==> config.mk <==
export PLATFORM = sky130hd
export DESIGN_NAME = dadda_prod_acc_flat
export DESIGN_NICKNAME = d
export VERILOG_FILES = /design/src/rtl/dadda_pkg.sv /design/src/rtl/dadda_prod_acc_if.sv /design/src/rtl/dadda_sat_add.sv /design/src/rtl/dadda_prod_acc.sv /design/src/flat_wrapper.sv
export SDC_FILE = /design/constraint.sdc
export NUM_CORES = 1
export LEC_CHECK = 0
export BUFFER_PORTS_ARGS = -buffer_cell sky130_fd_sc_hd__buf_2
export CELL_PAD_IN_SITES_DETAIL_PLACEMENT = 2
export CELL_PAD_IN_SITES_GLOBAL_PLACEMENT = 2
export CORE_MARGIN = 2
export CORE_UTILIZATION = 32
export DETAILED_ROUTE_END_ITERATION = 16
export PLACE_DENSITY_LB_ADDON = 0.1
export SLEW_MARGIN = 5
export SYNTH_ARGS = -nofsm -noshare
export SYNTH_HDL_FRONTEND = slang
export SYNTH_HIERARCHICAL = 1
export SYNTH_SLANG_ARGS = --single-unit
export TNS_END_PERCENT = 20
==> constraint.sdc <==
create_clock -name clk -period 2.43 [get_ports clk]
set_input_delay 0.486 -clock clk [delete_from_list [all_inputs] [get_ports clk]]
set_output_delay 0.486 -clock clk [all_outputs]
set_load 0.005 [all_outputs]
==> src/rtl/dadda_pkg.sv <==
// dadda_pkg: shared state type, multiplier widths and the saturating/wrapping add helper
package dadda_pkg;
    localparam int MUL_BIT = 8;
    localparam int PROD_W  = 2 * MUL_BIT;
    localparam int MAX_W   = 64;

    typedef enum logic [1:0] {IDLE, ACCUM, HOLD} state_e;

    // sum is an (acc_w+1)-bit result zero-extended; anything above the all-ones limit is a carry
    function automatic logic [MAX_W-1:0] sat_wrap(input logic [MAX_W:0] sum, input int acc_w, input bit sat);
        logic [MAX_W:0] lim;
        lim = ({{MAX_W{1'b0}}, 1'b1} << acc_w) - (MAX_W+1)'(1);
        return (sat && (sum > lim)) ? lim[MAX_W-1:0] : (sum[MAX_W-1:0] & lim[MAX_W-1:0]);
    endfunction
endpackage

==> src/rtl/dadda_prod_acc_if.sv <==
// dadda_prod_acc_if: product beat input and accumulated result output handshakes
interface dadda_prod_acc_if #(
    parameter int PROD_W = 16,
    parameter int ACC_W  = 24,
    parameter int CNT_W  = 8
);
    logic              in_valid;
    logic              in_ready;
    logic [PROD_W-1:0] in_prod;
    logic              in_last;
    logic              clr;
    logic              out_valid;
    logic              out_ready;
    logic [ACC_W-1:0]  out_sum;
    logic [CNT_W-1:0]  out_count;
    logic              out_ovf;

    modport master (
        output in_valid, in_prod, in_last, clr, out_ready,
        input  in_ready, out_valid, out_sum, out_count, out_ovf
    );
    modport slave (
        input  in_valid, in_prod, in_last, clr, out_ready,
        output in_ready, out_valid, out_sum, out_count, out_ovf
    );
endinterface

==> src/rtl/dadda_sat_add.sv <==
// dadda_sat_add: ACC_W-bit adder with carry out and optional clamp to all-ones
module dadda_sat_add
    import dadda_pkg::*;
#(
    parameter int ACC_W    = 24,
    parameter bit SATURATE = 1'b1
) (
    input  logic [ACC_W-1:0] a_i,
    input  logic [ACC_W-1:0] b_i,
    output logic [ACC_W-1:0] sum_o,
    output logic             carry_o
);
    logic [ACC_W:0] raw;

    assign raw     = {1'b0, a_i} + {1'b0, b_i};
    assign carry_o = raw[ACC_W];
    assign sum_o   = ACC_W'(sat_wrap((MAX_W+1)'(raw), ACC_W, SATURATE));
endmodule

==> src/rtl/dadda_prod_acc.sv <==
// dadda_prod_acc: accumulates groups of multiplier products and presents
// the registered sum, beat count and overflow flag on a valid/ready port
module dadda_prod_acc
    import dadda_pkg::*;
#(
    parameter int PROD_W   = 2 * MUL_BIT,
    parameter int ACC_W    = 24,
    parameter int CNT_W    = 8,
    parameter bit SATURATE = 1'b1
) (
    input  logic            clk,
    input  logic            rst_n,
    dadda_prod_acc_if.slave bus
);
    state_e            state_q, state_d;
    logic [ACC_W-1:0]  acc_q, acc_d, sum_q, sum_d, add_sum;
    logic [CNT_W-1:0]  cnt_q, cnt_d, count_q, count_d, cnt_nx;
    logic              ovf_q, ovf_d, oovf_q, oovf_d, ovf_nx, carry, accept, fin;
    logic [PROD_W-1:0] prod;

    assign prod          = bus.in_prod;
    assign bus.in_ready  = (state_q != HOLD);
    assign bus.out_valid = (state_q == HOLD);
    assign bus.out_sum   = sum_q;
    assign bus.out_count = count_q;
    assign bus.out_ovf   = oovf_q;

    dadda_sat_add #(.ACC_W(ACC_W), .SATURATE(SATURATE)) u_add (
        .a_i    (acc_q),
        .b_i    (ACC_W'(prod)),
        .sum_o  (add_sum),
        .carry_o(carry)
    );

    assign accept = bus.in_valid && bus.in_ready;
    assign fin    = accept && bus.in_last;
    // a beat arriving with the counter already full is itself a count overflow
    assign cnt_nx = (&cnt_q) ? cnt_q : cnt_q + CNT_W'(1);
    assign ovf_nx = ovf_q | carry | (&cnt_q);

    always_comb begin
        state_d = state_q;
        acc_d   = acc_q;
        cnt_d   = cnt_q;
        ovf_d   = ovf_q;
        sum_d   = sum_q;
        count_d = count_q;
        oovf_d  = oovf_q;
        if (state_q == HOLD) begin
            state_d = bus.out_ready ? IDLE : HOLD;
        end else if (bus.clr) begin
            state_d = IDLE;
            acc_d   = '0;
            cnt_d   = '0;
            ovf_d   = 1'b0;
        end else if (accept) begin
            state_d = fin ? HOLD : ACCUM;
            acc_d   = fin ? '0 : add_sum;
            cnt_d   = fin ? '0 : cnt_nx;
            ovf_d   = fin ? 1'b0 : ovf_nx;
            sum_d   = fin ? add_sum : sum_q;
            count_d = fin ? cnt_nx : count_q;
            oovf_d  = fin ? ovf_nx : oovf_q;
        end
    end

    always_ff @(posedge clk or negedge rst_n) begin
        if (!rst_n) begin
            state_q <= IDLE;
            acc_q   <= '0;
            cnt_q   <= '0;
            ovf_q   <= 1'b0;
            sum_q   <= '0;
            count_q <= '0;
            oovf_q  <= 1'b0;
        end else begin
            state_q <= state_d;
            acc_q   <= acc_d;
            cnt_q   <= cnt_d;
            ovf_q   <= ovf_d;
            sum_q   <= sum_d;
            count_q <= count_d;
            oovf_q  <= oovf_d;
        end
    end
endmodule
==> src/flat_wrapper.sv <==
// flat-port wrapper written by rule: the top's interface ports become plain ports
module dadda_prod_acc_flat import dadda_pkg::*;
#(
    parameter int PROD_W   = 2 * MUL_BIT,
    parameter int ACC_W    = 24,
    parameter int CNT_W    = 8,
    parameter bit SATURATE = 1'b1
)
  (clk, rst_n, bus_in_valid, bus_in_prod, bus_in_last, bus_clr, bus_out_ready, bus_in_ready, bus_out_valid, bus_out_sum, bus_out_count, bus_out_ovf);
  dadda_prod_acc_if #(.PROD_W(PROD_W), .ACC_W(ACC_W), .CNT_W(CNT_W)) bus_i ();
  input  logic clk;
  input  logic rst_n;
  input wire logic [$bits(bus_i.in_valid)-1:0] bus_in_valid;
  input wire logic [$bits(bus_i.in_prod)-1:0] bus_in_prod;
  input wire logic [$bits(bus_i.in_last)-1:0] bus_in_last;
  input wire logic [$bits(bus_i.clr)-1:0] bus_clr;
  input wire logic [$bits(bus_i.out_ready)-1:0] bus_out_ready;
  output wire logic [$bits(bus_i.in_ready)-1:0] bus_in_ready;
  output wire logic [$bits(bus_i.out_valid)-1:0] bus_out_valid;
  output wire logic [$bits(bus_i.out_sum)-1:0] bus_out_sum;
  output wire logic [$bits(bus_i.out_count)-1:0] bus_out_count;
  output wire logic [$bits(bus_i.out_ovf)-1:0] bus_out_ovf;
  assign bus_i.in_valid = bus_in_valid;
  assign bus_i.in_prod = bus_in_prod;
  assign bus_i.in_last = bus_in_last;
  assign bus_i.clr = bus_clr;
  assign bus_i.out_ready = bus_out_ready;
  assign bus_in_ready = bus_i.in_ready;
  assign bus_out_valid = bus_i.out_valid;
  assign bus_out_sum = bus_i.out_sum;
  assign bus_out_count = bus_i.out_count;
  assign bus_out_ovf = bus_i.out_ovf;
  dadda_prod_acc #(.PROD_W(PROD_W), .ACC_W(ACC_W), .CNT_W(CNT_W), .SATURATE(SATURATE)) u_core (.clk(clk), .rst_n(rst_n), .bus(bus_i));
endmodule
==> results of run 1 <==
## power by group through the flow
stage	logic, mW	registers, mW	clock network [mW]
CTS	1.42	1.49	1.42
detailed placement	1.39	1.50	0
floorplan	0.793	1.49	0
global route	1.75	1.52	1.47
finish	1.58	1.49	1.40
global placement	1.35	1.49	0
## critical path: cells and delay by family (launching register included)
| kind | cells | cell delay (ps) |
|---|---|---|
| flops | 1 | 360 |
| buf+inv | 2 | 200 |
| fa+ha+maj | 2 | 560 |
| compound gates | 5 | 940 |
| simple gates | 2 | 320 |
## sequential cells by signal, summed over array words and instances, names as in the netlist
register	count
u_core/ovf_q	1
u_core/cnt_q	8
u_core/state_q	2
u_core/acc_q	24
u_core/bus.out_count	8
u_core/bus.out_ovf	1
u_core/bus.out_sum	24
## logic make-up after synthesis
group                    share of synthesized area [%]
XOR/XNOR                                         3.198
AO/OA/AOI/OAI                                    23.64
AND/OR/NAND/NOR                                  20.93
multiplexers                                    0.4569
flip-flops                                       38.83
adder cells (fa/ha/maj)                          7.596
other                                          0.08558
buffers and inverters                            5.254
## metal layers
metal  vias to the layer above  global-route usage (%)
li1                       2018                       -
met1                      2251                   26.55
met2                        59                   39.08
met3                        15                   2.914
met4                         0                   7.195
met5                         -                       0
## timing repair
action,CTS,global route
hold endpoints to repair,0,0
pin swaps,5,25
cloned,0,0
buffers inserted,0,11
resized for setup,8,58
endpoints found under the setup margin,13,49
## layout make-up
cell class,instances,area [µm²]
fillers,1459,7340
multi-input cells,398,2831
flip-flops and latches,68,1702
repair buffers,127,849.6
clock buffers,11,252.7
well taps,176,220.2
clock inverters,5,58.81
inverters,11,41.29
## through the flow
step | cells | power (mW) | utilization [%]
floorplan | 505 | 2.281 | -
global placement | 769 | 2.838 | 39.35
detailed placement | 769 | 2.896 | 39.35
CTS | 785 | 4.336 | 41.98
global route | 796 | 4.740 | 44.80
finish | 796 | 4.465 | 44.80
## path summary, 6_finish.rpt
path / endpoint / start / slack (ps) / depth (start not counted)
min in group clk: u_core/state_q[1] / bus_out_ready / 330 / 2
max reg2reg: u_core/acc_q[0] / u_core/acc_q[0] / -8 / 11
min reg2reg: u_core/bus.out_count[6] / u_core/bus.out_count[6] / 470 / 2
max: u_core/acc_q[0] / u_core/acc_q[0] / -8 / 11
min: u_core/acc_q[5] / rst_n / 160 / 2
max in group asynchronous: u_core/cnt_q[4] / rst_n / 1960 / 2
## cells in the mapped netlist, types with 7 or more instances
cell type,n,area (µm²)
a21o_1,9,67.56
xnor2_1,10,87.58
o211ai_1,12,90.09
clkbuf_1,7,26.28
o21ai_0,17,85.08
a21oi_1,36,180.2
dfrtp_1,68,1702
nand2_1,114,427.9
nor2_1,17,63.81
nand4_1,8,50.05
ha_1,25,312.8
nand3_1,22,110.1
a22o_1,24,210.2
o21a_1,7,52.55
buf_2,10,50.05
inv_1,10,37.54
nor3_1,11,55.05
buf_6,8,90.09
==> flow_summary.yaml, run 1 <==
outcome:
  outcome: "finished, violations left"
  violations: "slew limit, setup timing"
clock_tree:
  clock_latency_ps: 350
  clk_path_buf_depth: 2
  htree_levels: 3
  cts_hold_buf: 0
  cts-root-buf: "clkbuf_16"
  clk_pin_slew_worst_paths_ps: 60
  numCtsBuffers: 9
  cts_tree: "yes"
  clock-sinks: 68
pwr:
  power_density_nw_per_um2: 749.7
  p_comb_share_pct: 35.3
  p_clk_share_pct: 31.3
  switching_share_pct: 34.81
  internal_power_mw: 2.911
  p_sw_mw: 1.554
  leakagePower_nw: 2.888
  pwr-share-seq_pct: 33.3
  ir_drop_v: 0.0003173
timing:
  finalMaxSlewViolations: 26
  finClkSkew_ps: 7.221
  holdWs_ps: 163.3
  setup_viol: 2
  tightest_slew_ps: 2884
  clock.fmax_mhz: 410.1
  min_period_over_period_pct: 100.3
  fin_ws_ps: -8.412
  rsz0062_at_grt: "true"
  final_hold_viol_count: 0
  slew_headroom_pct: -92.24
  final.setup.tns_ps: -9.218
  min_period_ps: 2438
drt:
  drtAntennaViolNets: 0
  drt_iter0_drc: 174
  drc: 0
  maxUsedRoutingLayer: "met4"
  met3WireLength_um: 386
  vias: 4343
  drt-vias-per-instance: 5.456
  drt_wl_total_mm: 15.76
  wl_met2_mm: 8.308
  dr.pass1.iters: 4
  avgRoutedWirePerCell_um: 19.80
  wl_met1_mm: 6.792
synth:
  netlist_area_um2: 4382
  async_reset_ff_share_pct: 100.0
  avgSynthCellArea_um2: 8.799
  ys_seq_area_share_pct: 38.83
  synthCells: 498
  ys.flop_type: "dfrtp_1"
  ys_types: 59
  synth_edf_count: 0
  ys_seq_elements: 68
  yosysWarnings: 6
worst_setup_path:
  cpPeakStageDelay_ps: 370
  cp-start-kind: "flip-flop"
  path_common_cell: "o21ai_4"
  crit_chain: "ha_2 -> inv_2 -> fa_2 -> nand2b_4 -> a21oi_4 -> o21ai_4 -> a211oi_4 -> o21ai_4 -> buf_6 -> nand3b_1 -> a22o_1"
  path_class: "flip-flop to flip-flop"
  cp.required_ps: 2720
  end_kind: "flip-flop"
  crit_path_top_delay_cell: "fa_2"
  arrival_ps: 2720
  path_max_fanout: 5
place:
  globalplace.congestion: 0.8845
  dp_hpwl_mm: 10.95
  postPlaceCellArea_um2: 5231
  dp_slack_ps: -324.5
  io_buffers: 56
floorplanning:
  core_area_um2: 13300
  die_area_um2: 14640
  fp-row-count: 42
  initial_core_util_pct: 32.96
  io_pins: 57
  die_h_um: 121.0
  die_w_um: 121.0
global_routing:
  grtUsageTotal_pct: 21.71
  antenna_found_initial: 0
  grt-ovfl-total: 0
  grt_max_degree: 69
  grt_pass1_vias: 4790
  grt_pass1_wl_mm: 24.82
cells_and_area:
  drive_above_1_share_pct: 34.68
  fin_area_um2: 5956
  layout_common_cells: "111 x nand2_1, 68 x dfrtp_1, 66 x buf_4"
  num_antenna_cells: 0
  layout_commonest_cell: "nand2_1"
  nNetsFinal: 663
  area_growth_pct: 35.92
flow_run:
  cap_violations: 0
worst_hold_path:
  hp-class: "input pin to async pin"
Note: power is estimated with default switching activity, not from simulation.
==> run 2: changes to the inputs <==
Settings changed: SETUP_SLACK_MARGIN set to 0.3.
==> flow_summary.yaml, run 2 (synthesis results as in run 1) <==
drt:
  drc: 0
  dr.pass1.iters: 4
  drt_wl_total_mm: 18.62
  drtAntennaViolNets: 0
  drt-vias-per-instance: 5.479
  avgRoutedWirePerCell_um: 22.49
  vias: 4537
  drt_iter0_drc: 197
flow_run:
  cap_violations: 0
timing:
  fin_ws_ps: -153.4
  tightest_slew_ps: 2846
  final_hold_viol_count: 0
  slew_headroom_pct: -89.76
  finalMaxSlewViolations: 26
  finClkSkew_ps: 9.485
  min_period_over_period_pct: 106.3
  final.setup.tns_ps: -1149
  min_period_ps: 2583
  setup_viol: 36
  rsz0062_at_grt: "true"
  clock.fmax_mhz: 387.1
clock_tree:
  cts_tree: "yes"
  clock-sinks: 68
  htree_levels: 3
  numCtsBuffers: 9
  cts_hold_buf: 0
  cts-root-buf: "clkbuf_16"
  clock_latency_ps: 350
  clk_pin_slew_worst_paths_ps: 60
  clk_path_buf_depth: 2
pwr:
  p_sw_mw: 1.644
  pwr-share-seq_pct: 31.9
  p_clk_share_pct: 30.3
  power_density_nw_per_um2: 736.6
  total_power_mw: 4.684
  switching_share_pct: 35.10
  internal_power_mw: 3.040
  leakagePower_nw: 3.070
  ir_drop_v: 0.0003391
  p_comb_share_pct: 37.8
cells_and_area:
  nNetsFinal: 695
  area_growth_pct: 45.12
  layout_common_cells: "108 x nand2_1, 91 x buf_4, 68 x dfrtp_1"
  final_core_util_pct: 47.83
  fillerInstances: 1390
  final_cells: 828
  num_antenna_cells: 0
  layout_commonest_cell: "nand2_1"
  drive_above_1_share_pct: 38.65
worst_setup_path:
  crit_chain: "ha_4 -> buf_4 -> nand4_1 -> buf_4 -> nor4_2 -> nand4_1 -> o211ai_1 -> xnor2_1 -> nand3_2 -> a22o_1"
  path_max_fanout: 4
  arrival_ps: 2820
  cp.required_ps: 2670
  cpPeakStageDelay_ps: 410
  path_class: "flip-flop to flip-flop"
  cp.buffers_inverters: 2
  cp-start-kind: "flip-flop"
  crit_path_top_delay_cell: "dfrtp_1"
  crit_family: "simple AND/OR/NAND/NOR gates"
  end_kind: "flip-flop"
place:
  dp_cells: 785
  io_buffers: 56
  dp_hpwl_mm: 10.80
  globalplace.congestion: 0.8659
  dp_slack_ps: -453.2
floorplanning:
  initial_core_util_pct: 32.96
  die_h_um: 121.0
  io_pins: 57
  die_area_um2: 14640
  fp-row-count: 42
  core_area_um2: 13300
  die_w_um: 121.0
global_routing:
  antenna_found_initial: 0
  busiest_layer: "met2"
  grtUsageTotal_pct: 25.43
  grt_pass1_wl_mm: 28.32
  grt_max_degree: 69
  grt_pass1_vias: 5122
  grt-ovfl-total: 0
  met3_usage_pct: 4.699
  grt_util_met1_pct: 30.40
  grt_use_met2_pct: 44.38
outcome:
  violations: "slew limit, setup timing"
  outcome: "finished, violations left"
worst_hold_path:
  hp-class: "input pin to async pin"
## run 2: cell count changes in the layout (fill, tap and decap cells not counted), moves of 3 or more
| cell | change |
|---|---|
| buf_4 | +25 |
| ha_4 | +4 |
| nand2_1 | -3 |
| nand3_2 | -5 |
| xnor2_1 | -3 |
| a21oi_1 | -4 |
| clkbuf_1 | +3 |
| o21ai_0 | -5 |
| o21ai_1 | +4 |
| nand3_1 | +5 |
| buf_6 | +4 |
| nand2_2 | +3 |
| xnor2_2 | +3 |
## run 2: final cells by class
| cell class | instances | area, µm² | share of cell area (%) |
|---|---|---|---|
| well taps | 176 | 220.2 | 3.463 |
| clock buffers | 12 | 236.5 | 3.719 |
| multi-input cells | 399 | 2958 | 46.52 |
| repair buffers | 158 | 1127 | 17.73 |
| flip-flops and latches | 68 | 1702 | 26.76 |
| clock inverters | 4 | 73.82 | 1.161 |
| inverters | 11 | 41.29 | 0.6494 |
## run 2: stage by stage
step / hold WS [ps] / instance area (µm²)
after floorplan: 190.4 / 4457
after CTS: 180.1 / 6140
final: 138.4 / 6359
after detailed placement: 458.0 / 5366
after global placement: 452.4 / 5366
after global routing: 197.2 / 6359
## run 2: path summary, 6_finish.rpt
path / slack (ps) / end / from / cells past startpoint
setup / recovery: -150 / u_core/acc_q[23] / u_core/acc_q[8] / 10
hold / removal: 140 / u_core/acc_q[4] / rst_n / 2
setup reg to reg: -150 / u_core/acc_q[23] / u_core/acc_q[8] / 10
hold reg to reg: 470 / u_core/bus.out_count[6] / u_core/bus.out_count[6] / 2
max in group asynchronous: 1920 / u_core/bus.out_sum[3] / rst_n / 2
min in group clk: 320 / u_core/state_q[1] / bus_out_ready / 2
## run 2: timing repair
action	4_1_cts	5_1_grt
endpoints found under the setup margin	50	50
cloned	2	0
hold endpoints to repair	0	0
resized for setup	53	27
buffers inserted	13	12
pin swaps	29	24
## run 2: layer usage
| layer | up-vias | wire, µm |
|---|---|---|
| met5 | - | 0 |
| met4 | 0 | 651 |
| met3 | 44 | 627 |
| met2 | 97 | 9704 |
| met1 | 2319 | 7636 |
| li1 | 2077 | - |
## run 2: power groups by stage
stage               clock network [mW]  registers, mW  logic [mW]
floorplan                            0           1.49       0.801
global placement                     0           1.48        1.39
detailed placement                   0           1.50        1.43
CTS                               1.46           1.49        1.59
global route                      1.50           1.52        1.94
finish                            1.42           1.49        1.77
